## src/rtl/mhp_frame_tx.sv

```systemverilog
// MHP frame transmitter: Ethernet header, 8-byte MHP header, payload and zero pad toward the MAC.
// Define MHP_TX_FCS_EN to append an IEEE 802.3 CRC-32 FCS after the pad.
module mhp_frame_tx #(
    parameter logic [47:0] SRC_MAC     = 48'h26731bc9110c,
    parameter logic [15:0] ETHERTYPE   = 16'h88B5,
    parameter int          MIN_PAYLOAD = 38,
    parameter int          MAX_PAYLOAD = 1492
) (
    input  logic        clk,
    input  logic        rst_n,
    input  logic        hdr_valid,
    output logic        hdr_ready,
    input  logic [47:0] hdr_dst_mac,
    input  logic [63:0] hdr_mhp,
    input  logic [10:0] hdr_len,
    input  logic [7:0]  s_data,
    input  logic        s_valid,
    output logic        s_ready,
    input  logic        s_last,
    output logic [7:0]  m_data,
    output logic        m_valid,
    input  logic        m_ready,
    output logic        m_last,
    output logic        busy,
    output logic        err_len
);

    localparam logic [10:0] MIN_L = 11'(MIN_PAYLOAD);
    localparam logic [10:0] MAX_L = 11'(MAX_PAYLOAD);

    typedef enum logic [3:0] {
        IDLE, ETH, MHP, PAYLOAD, ZFILL, PAD, TAIL, DRAIN
`ifdef MHP_TX_FCS_EN
        , FCS
`endif
    } state_t;

    state_t      state_q, state_d;
    logic [10:0] cnt_q, cnt_d;
    logic [10:0] pay_q, pay_d;
    logic        drain_q, drain_d;
    logic [7:0]  m_data_q, m_data_d;
    logic        m_valid_q, m_valid_d;
    logic        m_last_q, m_last_d;
    logic        err_q, err_d;

    logic [47:0]       dst_q;
    logic [63:0]       mhp_q;
    logic [10:0]       len_q;
    logic [10:0]       len_in;
    logic [0:13][7:0]  eth_b;
    logic [0:7][7:0]   mhp_b;
    logic [10:0]       pay_next;
    logic              load, accept, emit, last, done;
    logic [7:0]        byte_d;
    logic              unused_ok;

    assign load      = !m_valid_q || m_ready;
    assign accept    = hdr_valid && (state_q == IDLE);
    assign len_in    = (hdr_len > MAX_L) ? MAX_L : hdr_len;
    assign eth_b     = {dst_q, SRC_MAC, ETHERTYPE};
    assign mhp_b     = mhp_q;
    assign pay_next  = pay_q + 11'd1;
    assign unused_ok = ^hdr_mhp[15:5];

`ifdef MHP_TX_FCS_EN
    logic [31:0]      crc_q;
    logic [3:0][7:0]  fcs_b;

    function automatic logic [31:0] crc_byte(input logic [31:0] c, input logic [7:0] d);
        logic [31:0] r;
        r = c ^ {24'd0, d};
        for (int i = 0; i < 8; i++)
            r = r[0] ? ((r >> 1) ^ 32'hEDB88320) : (r >> 1);
        return r;
    endfunction

    assign fcs_b = ~crc_q;
`endif

    always_comb begin
        // NOTE: every variable gets a default first so no path can infer a latch.
        state_d   = state_q;
        cnt_d     = cnt_q;
        pay_d     = pay_q;
        drain_d   = drain_q;
        m_data_d  = m_data_q;
        m_valid_d = m_valid_q && !m_ready;
        m_last_d  = m_last_q && !m_ready;
        err_d     = 1'b0;
        s_ready   = 1'b0;
        emit      = 1'b0;
        last      = 1'b0;
        done      = 1'b0;
        byte_d    = 8'h00;

        case (state_q)
            IDLE: if (hdr_valid) begin
                // The output stage is always empty here, so the first address byte loads on accept.
                state_d = ETH;
                cnt_d   = 11'd1;
                pay_d   = 11'd0;
                drain_d = 1'b0;
                err_d   = hdr_len > MAX_L;
                emit    = 1'b1;
                byte_d  = hdr_dst_mac[47:40];
            end
            ETH: if (load) begin
                emit   = 1'b1;
                byte_d = eth_b[cnt_q[3:0]];
                cnt_d  = cnt_q + 11'd1;
                if (cnt_q == 11'd13) begin
                    state_d = MHP;
                    cnt_d   = 11'd0;
                end
            end
            MHP: if (load) begin
                emit   = 1'b1;
                byte_d = mhp_b[cnt_q[2:0]];
                cnt_d  = cnt_q + 11'd1;
                if (cnt_q == 11'd7) begin
                    state_d = (len_q != 11'd0) ? PAYLOAD : PAD;
                    cnt_d   = 11'd0;
                end
            end
            PAYLOAD: begin
                s_ready = load;
                if (load && s_valid) begin
                    emit   = 1'b1;
                    byte_d = s_data;
                    pay_d  = pay_next;
                    if (pay_next == len_q) begin
                        err_d   = !s_last;
                        drain_d = !s_last;
                        state_d = PAD;
                        done    = pay_next >= MIN_L;
                    end else if (s_last) begin
                        err_d   = 1'b1;
                        state_d = ZFILL;
                    end
                end
            end
            ZFILL: if (load) begin
                emit  = 1'b1;
                pay_d = pay_next;
                if (pay_next == len_q) begin
                    state_d = PAD;
                    done    = pay_next >= MIN_L;
                end
            end
            PAD: if (load) begin
                emit  = 1'b1;
                pay_d = pay_next;
                done  = pay_next >= MIN_L;
            end
`ifdef MHP_TX_FCS_EN
            FCS: if (load) begin
                emit   = 1'b1;
                byte_d = fcs_b[cnt_q[1:0]];
                cnt_d  = cnt_q + 11'd1;
                if (cnt_q == 11'd3) begin
                    state_d = TAIL;
                    last    = 1'b1;
                end
            end
`endif
            TAIL: if (m_ready) state_d = drain_q ? DRAIN : IDLE;
            DRAIN: begin
                s_ready = 1'b1;
                if (s_valid && s_last) state_d = IDLE;
            end
            default: state_d = IDLE;
        endcase

        if (done) begin
`ifdef MHP_TX_FCS_EN
            state_d = FCS;
            cnt_d   = 11'd0;
`else
            state_d = TAIL;
            last    = 1'b1;
`endif
        end

        if (emit) begin
            m_data_d  = byte_d;
            m_valid_d = 1'b1;
            m_last_d  = last;
        end
    end

    always_ff @(posedge clk) begin
        if (!rst_n) begin
            state_q   <= IDLE;
            cnt_q     <= 11'd0;
            pay_q     <= 11'd0;
            drain_q   <= 1'b0;
            m_data_q  <= 8'h00;
            m_valid_q <= 1'b0;
            m_last_q  <= 1'b0;
            err_q     <= 1'b0;
        end else begin
            state_q   <= state_d;
            cnt_q     <= cnt_d;
            pay_q     <= pay_d;
            drain_q   <= drain_d;
            m_data_q  <= m_data_d;
            m_valid_q <= m_valid_d;
            m_last_q  <= m_last_d;
            err_q     <= err_d;
        end
    end

    // NOTE: descriptor and CRC registers carry no reset; each frame writes them before they are read.
    always_ff @(posedge clk) begin
        if (accept) begin
            dst_q <= hdr_dst_mac;
            mhp_q <= {hdr_mhp[63:16], len_in, hdr_mhp[4:0]};
            len_q <= len_in;
        end
`ifdef MHP_TX_FCS_EN
        if (emit && state_q != FCS)
            crc_q <= crc_byte(accept ? 32'hFFFFFFFF : crc_q, byte_d);
`endif
    end

    assign hdr_ready = (state_q == IDLE);
    assign busy      = (state_q != IDLE) && (state_q != DRAIN);
    assign m_data    = m_data_q;
    assign m_valid   = m_valid_q;
    assign m_last    = m_last_q;
    assign err_len   = err_q;

endmodule

```

## config.mk

```make
export PLATFORM = sky130hd
export DESIGN_NAME = mhp_frame_tx
export DESIGN_NICKNAME = d
export VERILOG_FILES = /design/src/rtl/mhp_frame_tx.sv
export SDC_FILE = /design/constraint.sdc
export NUM_CORES = 1
export LEC_CHECK = 0
export CORE_ASPECT_RATIO = 0.75
export CORE_MARGIN = 2
export CORE_UTILIZATION = 40
export DETAILED_ROUTE_END_ITERATION = 6
export MAX_ROUTING_LAYER = met4
export PLACE_DENSITY_LB_ADDON = 0.08
export SYNTH_ARGS = -nofsm -noshare
export SYNTH_HDL_FRONTEND = slang
export SYNTH_SLANG_ARGS = --single-unit
```

## constraint.sdc

```tcl
create_clock -name clk -period 5.48 [get_ports clk]
set_input_delay 1.096 -clock clk [delete_from_list [all_inputs] [get_ports clk]]
set_output_delay 1.096 -clock clk [all_outputs]
set_load 0.01 [all_outputs]
```

==> flow_metrics.py <==
metrics = {
    "power": {
        "swShare_pct": 27.1,
        "ir_worst_vdd_uv": 158,
        "p_sw_uw": 836,
        "p_leak_nw": 3.15,
        "p_seq_share_pct": 45.4,
        "p_per_area_nw_per_um2": 335,
        "internal-power_mw": 2.24,
        "combPwrFrac_pct": 15.9,
        "clockPowerShare_pct": 38.7,
    },
    "timing": {
        "relSlewSlack_pct": 31.9,
        "rsz0062_at_grt": "no",
        "period_needed_ns": 3.73,
        "fmax_mhz": 268,
        "tns_ns": 0,
        "period_share_pct": 68.0,
        "worst_pin_slew_ns": 1.02,
        "timing_hold_violations_final": 0,
        "setup_viol": 0,
        "hold_slack_ns": 0.490,
        "drv_slew": 0,
        "fin_skew_ns": 0.00955,
    },
    "floorplan": {
        "placementRows": 41,
        "die_h_um": 119,
        "die_w_um": 157,
        "dieArea_sq_um": 18600,
        "start_util_pct": 41.2,
        "io_pins": 151,
        "core_area_sq_um": 17000,
    },
    "synthesis": {
        "yosys_warnings": 0,
        "synth_cell_types": 64,
        "synth_area_leader_cell": "edfxtp_1",
        "avgSynthCellArea_sq_um": 12.3,
        "ys_ff_latch": 149,
        "ys.flop_type": "edfxtp_1",
        "synthDominantCellAreaShare_pct": 48.1,
        "synthArstFlopShare_pct": 0,
        "synth-edff-count": 112,
        "netlist_area_sq_um": 7000,
        "synth_fp_nets": 711,
        "synthCells": 568,
        "ys_seq_area_share_pct": 58.7,
        "synth_area_leaders": "edfxtp_1 48%, dfxtp_1 11%, mux4_2 7.4%",
    },
    "worst_setup_path": {
        "crit_path_end_kind": "primary output",
        "reg2reg_from": "pay_q[0]",
        "cp_max_fo": 7,
        "setup.worst_path.start": "m_ready",
        "arrival_ns": 2.63,
        "worstSetupPathType": "input pin to primary output",
        "critPathLaunchType": "input pin",
        "crit_required_ns": 4.38,
    },
    "clocking": {
        "postCtsSetupRepairBufs": 0,
        "htreeDepth": 4,
        "clk_pin_slew_worst_paths_ns": 0.07,
        "post_cts_resized": 0,
        "cts.hold.buffers_added": 0,
        "cts_sinks": 149,
        "root_buffer": "clkbuf_16",
        "insertion_delay_ns": 0.43,
        "cts_buffers": 17,
        "cts_tree": "built",
        "clockBufferDepth": 2,
    },
    "finish": {
        "fillers": 1449,
        "design_area_sq_um": 9180,
        "final_util_pct": 54.1,
        "mostFrequentLayoutCell": "clkdlybuf4s50_1",
        "layout_common_cells": "139 x clkdlybuf4s50_1, 112 x edfxtp_1, 42 x nor2_1",
        "finalNetCount": 837,
        "drive_gt1_share_pct": 9.76,
        "synthToLayoutAreaGrowth_pct": 31.3,
    },
    "route": {
        "drc": 0,
        "dr.pass1.iters": 7,
        "vias_per_cell": 5.40,
        "drtIter0Drc": 451,
        "antenna_left": 0,
        "wl_mm": 17.9,
        "routedWlPerCell_um": 19.0,
        "num_vias": 5098,
    },
    "place": {
        "dp_hpwl_mm": 12.9,
        "place_area_sq_um": 8570,
        "place_congestion": 0.845,
        "portBuffers": 139,
    },
    "grt": {
        "grt_pass1_vias": 5119,
        "grt_start_max_net_pins": 59,
        "grt_pass1_wl_mm": 28.2,
        "grt.total_usage_pct": 20.7,
        "antenna_found_initial": 0,
        "overflow": 0,
    },
    "min_path": {
        "hold_start": "m_last",
        "hp-class": "flip-flop to flip-flop",
    },
    "run_status": {
        "status": "complete, no violations",
    },
    "run": {
        "cap_violations": 0,
    },
}
## cell usage after synthesis, types with 5 or more instances
library cell    n
nor2b_1        11
o21ai_0        23
nor3_1         13
nand3_1        12
xor2_1         12
edfxtp_1      112
o211ai_1        6
and2_1          5
nand2_1        31
mux4_2         23
o21ai_1         6
nor2_1         42
mux2i_1        12
ha_1            6
nand2b_1       11
and3_1          9
dfxtp_1        37
clkbuf_1       29
inv_1          15
xnor2_1        11
o21a_1          5
nor4_1          7
a21oi_1        37
nand4_1         9
a31oi_1        11
## registers in the layout, indices dropped and copies added (netlist names)
register and count:
state_q 3, m_last 1, mhp_b 64, dst_q 48, drain_q 1, m_data 8
err_len 1, m_valid 1, pay_q 11, cnt_q 11
## power by group through the flow
stage | Combinational (mW) | Clock [mW] | Sequential (mW)
floorplan | 0.298 | 0 | 1.40
global placement | 0.489 | 0 | 1.42
detailed placement | 0.494 | 0 | 1.42
CTS | 0.496 | 1.22 | 1.40
global route | 0.533 | 1.26 | 1.41
finish | 0.491 | 1.19 | 1.40
## per-layer routing
| metal | share of wire (%) | wire length, um | track usage, % |
|---|---|---|---|
| met3 | 7.2 | 1300 | 6.09 |
| met1 | 49 | 8720 | 29.9 |
| met4 | 1.4 | 245 | 5.85 |
| met5 | 0 | 0 | - |
| met2 | 43 | 7650 | 28.1 |
## stage by stage
| stage | instances | setup slack [ns] | total power [mW] |
|---|---|---|---|
| 5_1_grt | 943 | 1.63 | 3.20 |
| 3_5_place_dp | 911 | 1.75 | 1.92 |
| 4_1_cts | 943 | 1.74 | 3.11 |
| 2_1_floorplan | 568 | 0.619 | 1.69 |
| 6_report | 944 | 1.75 | 3.08 |
| 3_3_place_gp | 911 | 1.77 | 1.91 |
## cells by family (layout without fill, tap and decap cells)
group                      count (synthesis)  after routing  share of synthesized area, %
AOI/OAI and AO/OA                        132            132                          12.4
xor gates and xnor gates                  23             23                          2.88
adders and majority gates                  7              7                          1.22
buffers and inverters                     52            191                          2.92
DFF                                      149            149                          58.7
muxes                                     37             37                          9.44
other                                      0              1                             0
and+or+nand+nor                          168            168                          12.5
## path summary, 6_finish.rpt
path                            endpoint  slack (ns)  depth (start not counted)
worst min-delay path              m_last        0.49                          2
worst max-delay path             s_ready        1.75                          4
worst max register to register   err_len        2.36                          9
worst min register to register    m_last        0.49                          2
## area by class of cell
class | count | area [sq um] | area share (%)
Clock inverter | 15 | 183 | 1.99
Clock buffer | 17 | 425 | 4.63
Antenna cell | 1 | 2.50 | 0.0272
Inverter | 16 | 62.6 | 0.681
Timing Repair Buffer | 143 | 1420 | 15.5
Multi-Input combinational cell | 367 | 2690 | 29.3
Sequential cell | 149 | 4110 | 44.7
Tap cell | 236 | 295 | 3.22
## critical path, cell delays in order
cell and delay (ns):
clkdlybuf4s50_1 0.44, nor2b_1 0.46, a21oi_1 0.14, clkdlybuf4s50_1 0.50
No activity file was read; power rests on OpenSTA's default activity.
